**config.mk**
```make
export PLATFORM = sky130hd
export DESIGN_NAME = vga_timing_controller
export DESIGN_NICKNAME = d
export VERILOG_FILES = /design/src/rtl/vga_timing_controller.sv
export SDC_FILE = /design/constraint.sdc
export NUM_CORES = 1
export LEC_CHECK = 0
export ABC_AREA = 0
export BUFFER_PORTS_ARGS = -buffer_cell sky130_fd_sc_hd__buf_4
export CAP_MARGIN = 20
export CORE_MARGIN = 2
export CORE_UTILIZATION = 30
export CTS_CLUSTER_DIAMETER = 80
export DETAILED_ROUTE_END_ITERATION = 16
export SYNTH_ARGS = -nofsm -noshare
export SYNTH_HDL_FRONTEND = slang
export SYNTH_SLANG_ARGS = --single-unit
export TNS_END_PERCENT = 30
```
**constraint.sdc**
```tcl
create_clock -name clk_100MHz -period 2.04 [get_ports clk_100MHz]
set_input_delay 0.408 -clock clk_100MHz [delete_from_list [all_inputs] [get_ports clk_100MHz]]
set_output_delay 0.408 -clock clk_100MHz [all_outputs]
set_load 0.01 [all_outputs]
```
**src/rtl/vga_timing_controller.sv**
```systemverilog
// rtl/vga_timing_controller.sv - VGA raster timing: pixel strobe, coordinates, video_on, active-low syncs
module vga_timing_controller #(
    parameter int CLK_DIV   = 4,
    parameter int H_DISPLAY = 640,
    parameter int H_FRONT   = 16,
    parameter int H_SYNC    = 96,
    parameter int H_BACK    = 48,
    parameter int V_DISPLAY = 480,
    parameter int V_FRONT   = 10,
    parameter int V_SYNC    = 2,
    parameter int V_BACK    = 33
) (
    input  logic       clk_100MHz,
    input  logic       reset,
    output logic       p_tick,
    output logic [9:0] x,
    output logic [9:0] y,
    output logic       video_on,
    output logic       hsync,
    output logic       vsync
);

    localparam int H_TOTAL = H_DISPLAY + H_FRONT + H_SYNC + H_BACK;
    localparam int V_TOTAL = V_DISPLAY + V_FRONT + V_SYNC + V_BACK;
    localparam int DIV_W   = (CLK_DIV > 1) ? $clog2(CLK_DIV) : 1;

    localparam logic [DIV_W-1:0] DIV_LAST = DIV_W'(CLK_DIV - 1);
    localparam logic [9:0] H_LAST      = 10'(H_TOTAL - 1);
    localparam logic [9:0] V_LAST      = 10'(V_TOTAL - 1);
    localparam logic [9:0] H_VIS       = 10'(H_DISPLAY);
    localparam logic [9:0] V_VIS       = 10'(V_DISPLAY);
    localparam logic [9:0] H_SYNC_BEG  = 10'(H_DISPLAY + H_FRONT);
    localparam logic [9:0] H_SYNC_END  = 10'(H_DISPLAY + H_FRONT + H_SYNC - 1);
    localparam logic [9:0] V_SYNC_BEG  = 10'(V_DISPLAY + V_FRONT);
    localparam logic [9:0] V_SYNC_END  = 10'(V_DISPLAY + V_FRONT + V_SYNC - 1);

    logic [DIV_W-1:0] div_cnt;
    logic [9:0]       h_count;
    logic [9:0]       v_count;
    logic [9:0]       h_next;
    logic [9:0]       v_next;

    assign p_tick = (div_cnt == DIV_LAST);
    assign x      = h_count;
    assign y      = v_count;

    // Sync/blank registers are fed from the next-state counts so they line up with x/y.
    always_comb begin
        h_next = h_count;
        v_next = v_count;
        if (p_tick) begin
            if (h_count == H_LAST) begin
                h_next = '0;
                v_next = (v_count == V_LAST) ? '0 : v_count + 10'd1;
            end else begin
                h_next = h_count + 10'd1;
            end
        end
    end

    always_ff @(posedge clk_100MHz or posedge reset) begin
        if (reset) begin
            div_cnt  <= '0;
            h_count  <= '0;
            v_count  <= '0;
            hsync    <= 1'b1;
            vsync    <= 1'b1;
            video_on <= 1'b0;
        end else begin
            div_cnt  <= (div_cnt == DIV_LAST) ? '0 : div_cnt + DIV_W'(1);
            h_count  <= h_next;
            v_count  <= v_next;
            hsync    <= !((h_next >= H_SYNC_BEG) && (h_next <= H_SYNC_END));
            vsync    <= !((v_next >= V_SYNC_BEG) && (v_next <= V_SYNC_END));
            video_on <= (h_next < H_VIS) && (v_next < V_VIS);
        end
    end

endmodule

```
==> key figures, run 1 <==
Finish
  • Commonest non-fill, non-tap cells in the layout: sky130_fd_sc_hd__buf_4 (61), sky130_fd_sc_hd__dfrtp_1 (23), sky130_fd_sc_hd__nand2_1 (15)
  • Fraction of final layout cells sized beyond drive strength 1: 38.2%
  • Signed area change from the synthesized netlist to the final layout: 40.8%
  • Final net count: 214
  • Most common cell after layout, fill and taps aside: sky130_fd_sc_hd__buf_4
  • Post-route cell area: 1970 sq um
  • Number of cells in the finished layout apart from fillers: 259
  • Diodes inserted: 0

Setup path
  • CP Launch Type: register
  • Type of element capturing the critical path: register
  • Required time of the critical path: 2.19 ns
  • Arrival time worst endpoint: 2.22 ns
  • Highest fanout seen on the critical path: 5
  • Start-to-end type of the worst setup path: reg2reg

Timing
  • Worst Max-Slew Pin Slew: 0.380 ns
  • Number of endpoints failing setup at the final stage: 2
  • Final hold viol count: 0
  • Period utilisation layout: 102%
  • Clock period minus final worst setup slack: 2.08 ns
  • Crit path setup slack, layout: -0.0381 ns
  • Max Transition Viols Final: 0
  • Headroom to the max-slew limit: 74.5%
  • Setup repair after global routing missed its margin: yes
  • Setup skew after layout: 0.00278 ns
  • Max frequency: 0.481 GHz

Floorplanning
  • Die Width: 72.3 microns
  • Area of the core: 4410 sq um
  • Placement row count: 24
  • Die Span Y: 72.3 microns
  • Die outline area: 5230 sq um
  • IO Pins: 26
  • Effective utilization at floorplan: 31.7%

Clock network
  • Root buffer cell: sky130_fd_sc_hd__clkbuf_8
  • Number of hold buffers added after CTS: 0
  • Maximum buffer depth of the clock tree: 2
  • Clock tree from TritonCTS: yes
  • Clock latency at the later pin of the worst-skew pair: 0.27 ns
  • Number of H-tree branching levels: 1
  • Number of sinks driven by the clock tree: 25
  • Number of buffers created by CTS: 3
  • Reg clk slew, reported paths: 0.09 ns

Placement
  • Placement Cell Area: 1880 sq um
  • Half-perimeter wire length after placement: 2.70 mm
  • Final weighted congestion of routability-driven global placement: 0.822
  • Placed cells: 253
  • Number of port buffers: 25

Pwr
  • Pwr per Cell Area: 408 nW/um^2
  • Peak supply drop: 208 uV
  • Leakage: 0.000909 uW

Logic synthesis
  • Library cells used by synthesis: 45
  • Avg Inst Size Synth: 9.40 sq um
  • Main flop type after synthesis: sky130_fd_sc_hd__dfrtp_1
  • Synthesized cell area: 1400 sq um
  • Number of synthesized register bits: 25
  • Post-Synthesis Cells: 149
  • Sequential element share of the synthesized area: 44.9%
  • Number of enable-type register cells in the synthesized netlist: 0
  • Number of warnings printed during yosys synthesis: 0
  • Net count after synthesis: 155
  • Async set or reset register ratio after synthesis: 100%

Global routing
  • Overall fraction of global-route tracks in use: 14.2%
  • Maximum number of pins on one net before global-route repair: 26
  • Vias in the first global route: 1,260
  • Initial antenna violation count: 0
  • GR Overflow Total: 0
  • First-pass GRT wire length: 5.77 mm

Run status
  • Status: finished, violations left
  • Violations in the final reports: setup timing

Routing
  • Violation count after the first detailed-route iteration: 82
  • Via count: 1,349
  • Routed wirelength normalized by instance count: 13.5 microns
  • Post-detailed-route via-to-cell ratio: 5.21
  • Antenna Violating Nets Remaining: 0
  • Number of detailed-route iterations in the first pass: 4
  • DRC Markers: 0
  • Final routed wirelength across all metal layers: 3.49 mm

Worst hold path
  • Class of the tightest hold or removal check: in2async

Run
  • Number of max-cap violations: 0
power breakdown:
| part | internal, uW | switching (uW) | total, uW |
|---|---|---|---|
| Sequential | 495 | 0 | 495 |
| Clock | 137 | 159 | 296 |
| Combinational | 2.62 | 9.54 | 12.2 |
| Total | 635 | 169 | 803 |
per-layer routing:
layer  vias to the layer above  global-route usage (%)  share of wire, %
li1                        665                       -                 -
met1                       646                    19.6                47
met2                        31                    21.6                47
met3                         7                    2.08               3.2
met4                         0                    7.13               2.4
met5                         -                       0                 0
registers in the layout, indices dropped and copies added (netlist names):
name      flops
vsync         1
hsync         1
div_cnt       2
y            10
x            10
video_on      1
kinds of logic (layout without fill, tap and decap cells):
group                      count (synthesis)  count (layout)  synth area share [%]
AOI/OAI and AO/OA                         27              27                  13.2
and+or+nand+nor                           68              68                  26.9
adders and majority gates                  4               4                  3.57
buffers and inverters                     14              72                  4.38
DFF                                       25              25                  44.9
xor gates and xnor gates                   9               9                  5.63
muxes                                      2               2                  1.43
Yosys cell counts (2+ instances only):
cell type                  number  share of area (%)
sky130_fd_sc_hd__a21oi_1        2               0.71
sky130_fd_sc_hd__or3_4          2                1.6
sky130_fd_sc_hd__xnor2_1        4                2.5
sky130_fd_sc_hd__nand3_1       11                3.9
sky130_fd_sc_hd__dfrtp_1       23                 41
sky130_fd_sc_hd__and4_1         2                1.3
sky130_fd_sc_hd__nor2_1        10                2.7
sky130_fd_sc_hd__ha_1           4                3.6
sky130_fd_sc_hd__nor3_1         4                1.4
sky130_fd_sc_hd__nand4_1        6                2.7
sky130_fd_sc_hd__mux2i_1        2                1.4
sky130_fd_sc_hd__clkbuf_1       5                1.3
sky130_fd_sc_hd__inv_1          7                1.9
sky130_fd_sc_hd__xor2_1         5                3.1
sky130_fd_sc_hd__or3_2          3                1.6
sky130_fd_sc_hd__o21ai_0       11                3.9
sky130_fd_sc_hd__a22oi_1        2                1.1
sky130_fd_sc_hd__dfstp_2        2                3.8
sky130_fd_sc_hd__nor4_1         3                1.3
sky130_fd_sc_hd__and2_1         2               0.89
sky130_fd_sc_hd__nand2_1       15                4.0
through the flow:
stage,total power [uW],hold WS [ns],setup TNS (ns),utilization [%],worst slack [ns]
global placement,518,0.423,-0.0532,42.5,-0.0491
finish,803,0.178,-0.0566,44.6,-0.0381
detailed placement,518,0.426,-0.169,42.5,-0.109
CTS,817,0.187,-0.114,44.0,-0.0635
floorplan,512,0.403,-0.295,-,-0.162
global route,842,0.220,-0.255,44.6,-0.136
final timing paths:
check                           start    endpoint  slack, ns  depth (start not counted)
hold reg to reg            div_cnt[0]  div_cnt[0]       0.43                          1
hold / removal                  reset        y[0]       0.18                          3
max in group asynchronous       reset       hsync       1.57                          3
setup reg to reg                 x[5]    video_on      -0.04                          5
min in group clk_100MHz    div_cnt[0]  div_cnt[0]       0.43                          1
setup / recovery                 x[5]    video_on      -0.04                          5
worst max-delay path, stage by stage, from the launching register on:
cell	delay, ns
sky130_fd_sc_hd__dfrtp_1	0.38
sky130_fd_sc_hd__or3_4	0.40
sky130_fd_sc_hd__or4_4	0.43
sky130_fd_sc_hd__or3_4	0.36
sky130_fd_sc_hd__a221oi_4	0.28
sky130_fd_sc_hd__a211oi_1	0.10
final cells by class:
class / instances / area (sq um)
fill: 424 / 2440
multi-input combinational: 110 / 747
sequential: 25 / 628
timing repair buffer: 61 / 458
tap: 52 / 65.1
clock buffer: 3 / 41.3
inverter: 7 / 26.3
clock inverter: 1 / 5.00
repair_timing:
action / 4_1_cts / 5_1_grt
pin swaps: 3 / 3
endpoints found under the setup margin: 3 / 5
hold endpoints to repair: 0 / 0
gates resized for setup: 1 / 6
setup buffers: 2 / 0
Note: power is estimated with default switching activity, not from simulation.
==> inputs of run 2 (changes only) <==
==> constraint.sdc (replaced) <==
create_clock -name clk_100MHz -period 2 [get_ports clk_100MHz]
set_input_delay 0.4 -clock clk_100MHz [delete_from_list [all_inputs] [get_ports clk_100MHz]]
set_output_delay 0.4 -clock clk_100MHz [all_outputs]
set_load 0.01 [all_outputs]
==> key figures, run 2 (synthesis results as in run 1) <==
Floorplanning
  • Die Width: 72.3 microns (unchanged)
  • Die Span Y: 72.3 microns (unchanged)
  • Placement row count: 24 (unchanged)
  • Effective utilization at floorplan: 31.7% (unchanged)
  • Die outline area: 5230 sq um (unchanged)
  • IO Pins: 26 (unchanged)
  • Area of the core: 4410 sq um (unchanged)

Setup path
  • Required time of the critical path: 2.15 ns (was 2.19 ns)
  • Type of element capturing the critical path: register (unchanged)
  • Highest fanout seen on the critical path: 5 (unchanged)
  • Arrival time worst endpoint: 2.25 ns (was 2.22 ns)
  • Critical-path top delay cell: sky130_fd_sc_hd__or4_4 (unchanged)
  • Most frequent cell on the critical path: sky130_fd_sc_hd__or3_4 (unchanged)
  • Start-to-end type of the worst setup path: reg2reg (unchanged)
  • Delay of the slowest critical-path stage: 0.43 ns (about the same)
  • Sequence of cells on the critical path: or3_4 > or4_4 > or3_4 > a221oi_4 > a211oi_1 (unchanged)
  • CP Launch Type: register (unchanged)

Finish
  • Signed area change from the synthesized netlist to the final layout: 43.7% (was 40.8%)
  • Fraction of final layout cells sized beyond drive strength 1: 40.7% (was 38.2%)
  • Commonest non-fill, non-tap cells in the layout: sky130_fd_sc_hd__buf_4 (62), sky130_fd_sc_hd__dfrtp_1 (23), sky130_fd_sc_hd__nand2_1 (15) (was sky130_fd_sc_hd__buf_4 (61), sky130_fd_sc_hd__dfrtp_1 (23), sky130_fd_sc_hd__nand2_1 (15))
  • Most common cell after layout, fill and taps aside: sky130_fd_sc_hd__buf_4 (unchanged)
  • Filler instances: 432 (was 424)
  • Multi-input gate area: 769 sq um (was 747 sq um)
  • Sequential cell area in the final layout: 628 sq um (unchanged)
  • Diodes inserted: 0 (unchanged)
  • Final net count: 216 (was 214)
  • Util after Layout: 45.6% (was 44.6%)

Global routing
  • GR Overflow Total: 0 (unchanged)
  • First-pass GRT wire length: 5.70 mm (was 5.77 mm)
  • Maximum number of pins on one net before global-route repair: 26 (unchanged)
  • Overall fraction of global-route tracks in use: 14.1% (was 14.2%)
  • Vias in the first global route: 1,241 (was 1,260)
  • Initial antenna violation count: 0 (unchanged)

Timing
  • Clock period minus final worst setup slack: 2.11 ns (was 2.08 ns)
  • Number of endpoints failing setup at the final stage: 2 (unchanged)
  • Final hold viol count: 0 (unchanged)
  • Headroom to the max-slew limit: 76.6% (was 74.5%)
  • Crit path setup slack, layout: -0.105 ns (was -0.0381 ns)
  • Max frequency: 0.475 GHz (was 0.481 GHz)
  • Setup skew after layout: 0.00214 ns (was 0.00278 ns)
  • Period utilisation layout: 105% (was 102%)
  • Max Transition Viols Final: 0 (unchanged)
  • Worst Max-Slew Pin Slew: 0.348 ns (was 0.380 ns)
  • Setup repair after global routing missed its margin: yes (unchanged)

Routing
  • Routed wirelength normalized by instance count: 13.2 microns (was 13.5 microns)
  • Antenna Violating Nets Remaining: 0 (unchanged)
  • Number of detailed-route iterations in the first pass: 4 (unchanged)
  • Post-detailed-route via-to-cell ratio: 5.13 (was 5.21)
  • Violation count after the first detailed-route iteration: 84 (was 82)
  • DRC Markers: 0 (unchanged)
  • Via count: 1,340 (was 1,349)
  • Final routed wirelength across all metal layers: 3.46 mm (was 3.49 mm)

Clock network
  • Reg clk slew, reported paths: 0.09 ns (about the same)
  • Root buffer cell: sky130_fd_sc_hd__clkbuf_8 (unchanged)
  • Number of H-tree branching levels: 1 (unchanged)
  • Number of sinks driven by the clock tree: 25 (unchanged)
  • Number of buffers created by CTS: 3 (unchanged)
  • Maximum buffer depth of the clock tree: 2 (unchanged)
  • Clock latency at the later pin of the worst-skew pair: 0.27 ns (about the same)
  • Clock tree from TritonCTS: yes (unchanged)

Run status
  • Violations in the final reports: setup timing (unchanged)
  • Status: finished, violations left (unchanged)

Pwr
  • Power consumption: 819 uW (was 803 uW)
  • Leakage: 0.000920 uW (was 0.000909 uW)
  • Peak supply drop: 197 uV (was 208 uV)
  • Pwr per Cell Area: 407 nW/um^2 (was 408 nW/um^2)

Worst hold path
  • Class of the tightest hold or removal check: in2async (unchanged)

Placement
  • Number of port buffers: 25 (unchanged)
  • Final weighted congestion of routability-driven global placement: 0.816 (was 0.822)
  • Half-perimeter wire length after placement: 2.67 mm (was 2.70 mm)

Run
  • Number of max-cap violations: 0 (unchanged)
run 2: cell types whose count changed in the layout (fill, tap and decap cells not counted), sizes merged:
cell,delta
buf,+2
run 2: per-stage QoR:
stage               std cells  setup slack (ns)  instance area, sq um  TNS (ns)  hold WS (ns)
global route              261            -0.234                  2010    -0.462         0.223
detailed placement        256            -0.147                  1900    -0.280         0.422
finish                    261            -0.105                  2010    -0.193         0.171
CTS                       261            -0.108                  1960    -0.201         0.182
floorplan                 149            -0.202                  1400    -0.405         0.403
global placement          256           -0.0937                  1900    -0.190         0.418
run 2: final cells by class:
| class | count | share of cell area (%) |
|---|---|---|
| clock buffers | 3 | 2.05 |
| clock inverters | 1 | 0.249 |
| inverters | 7 | 1.31 |
| multi-input cells | 110 | 38.2 |
| flip-flops and latches | 25 | 31.2 |
| well taps | 52 | 3.23 |
| repair buffers | 63 | 23.7 |
run 2: worst paths after layout:
| check | from | to | slack [ns] | cells past startpoint |
|---|---|---|---|---|
| max | x[5] | video_on | -0.11 | 5 |
| min | reset | div_cnt[1] | 0.17 | 3 |
| max reg2reg | x[5] | video_on | -0.11 | 5 |
| min reg2reg | div_cnt[0] | div_cnt[0] | 0.43 | 1 |
| max in group asynchronous | reset | vsync | 1.53 | 3 |
| min in group clk_100MHz | div_cnt[0] | div_cnt[0] | 0.43 | 1 |
run 2: worst max-delay path: cells and delay by family (launching register included):
kind / cells / cell delay [ns]
flops: 1 / 0.38
simple gates: 3 / 1.20
compound gates: 2 / 0.40
run 2: repair_timing:
| action | in CTS | in global routing |
|---|---|---|
| buffers inserted | 1 | 0 |
| pin swaps | 4 | 5 |
| setup endpoints to repair | 4 | 8 |
| resized for setup | 1 | 14 |
| hold buffers | 0 | 0 |
run 2: routing by layer:
metal	wire length [microns]	global-route usage, %	vias up
met1	1670	19.9	642
met2	1630	22.0	25
met4	42	5.03	0
met3	108	1.81	4
met5	0	0	-
li1	-	-	669
run 2: where the power goes:
group / internal (uW) / switching (uW) / leakage, uW
sequential: 505 / 0 / 0.000323
clock: 139 / 162 / 0.0000255
combinational: 2.67 / 9.93 / 0.000571
total: 647 / 172 / 0.000920
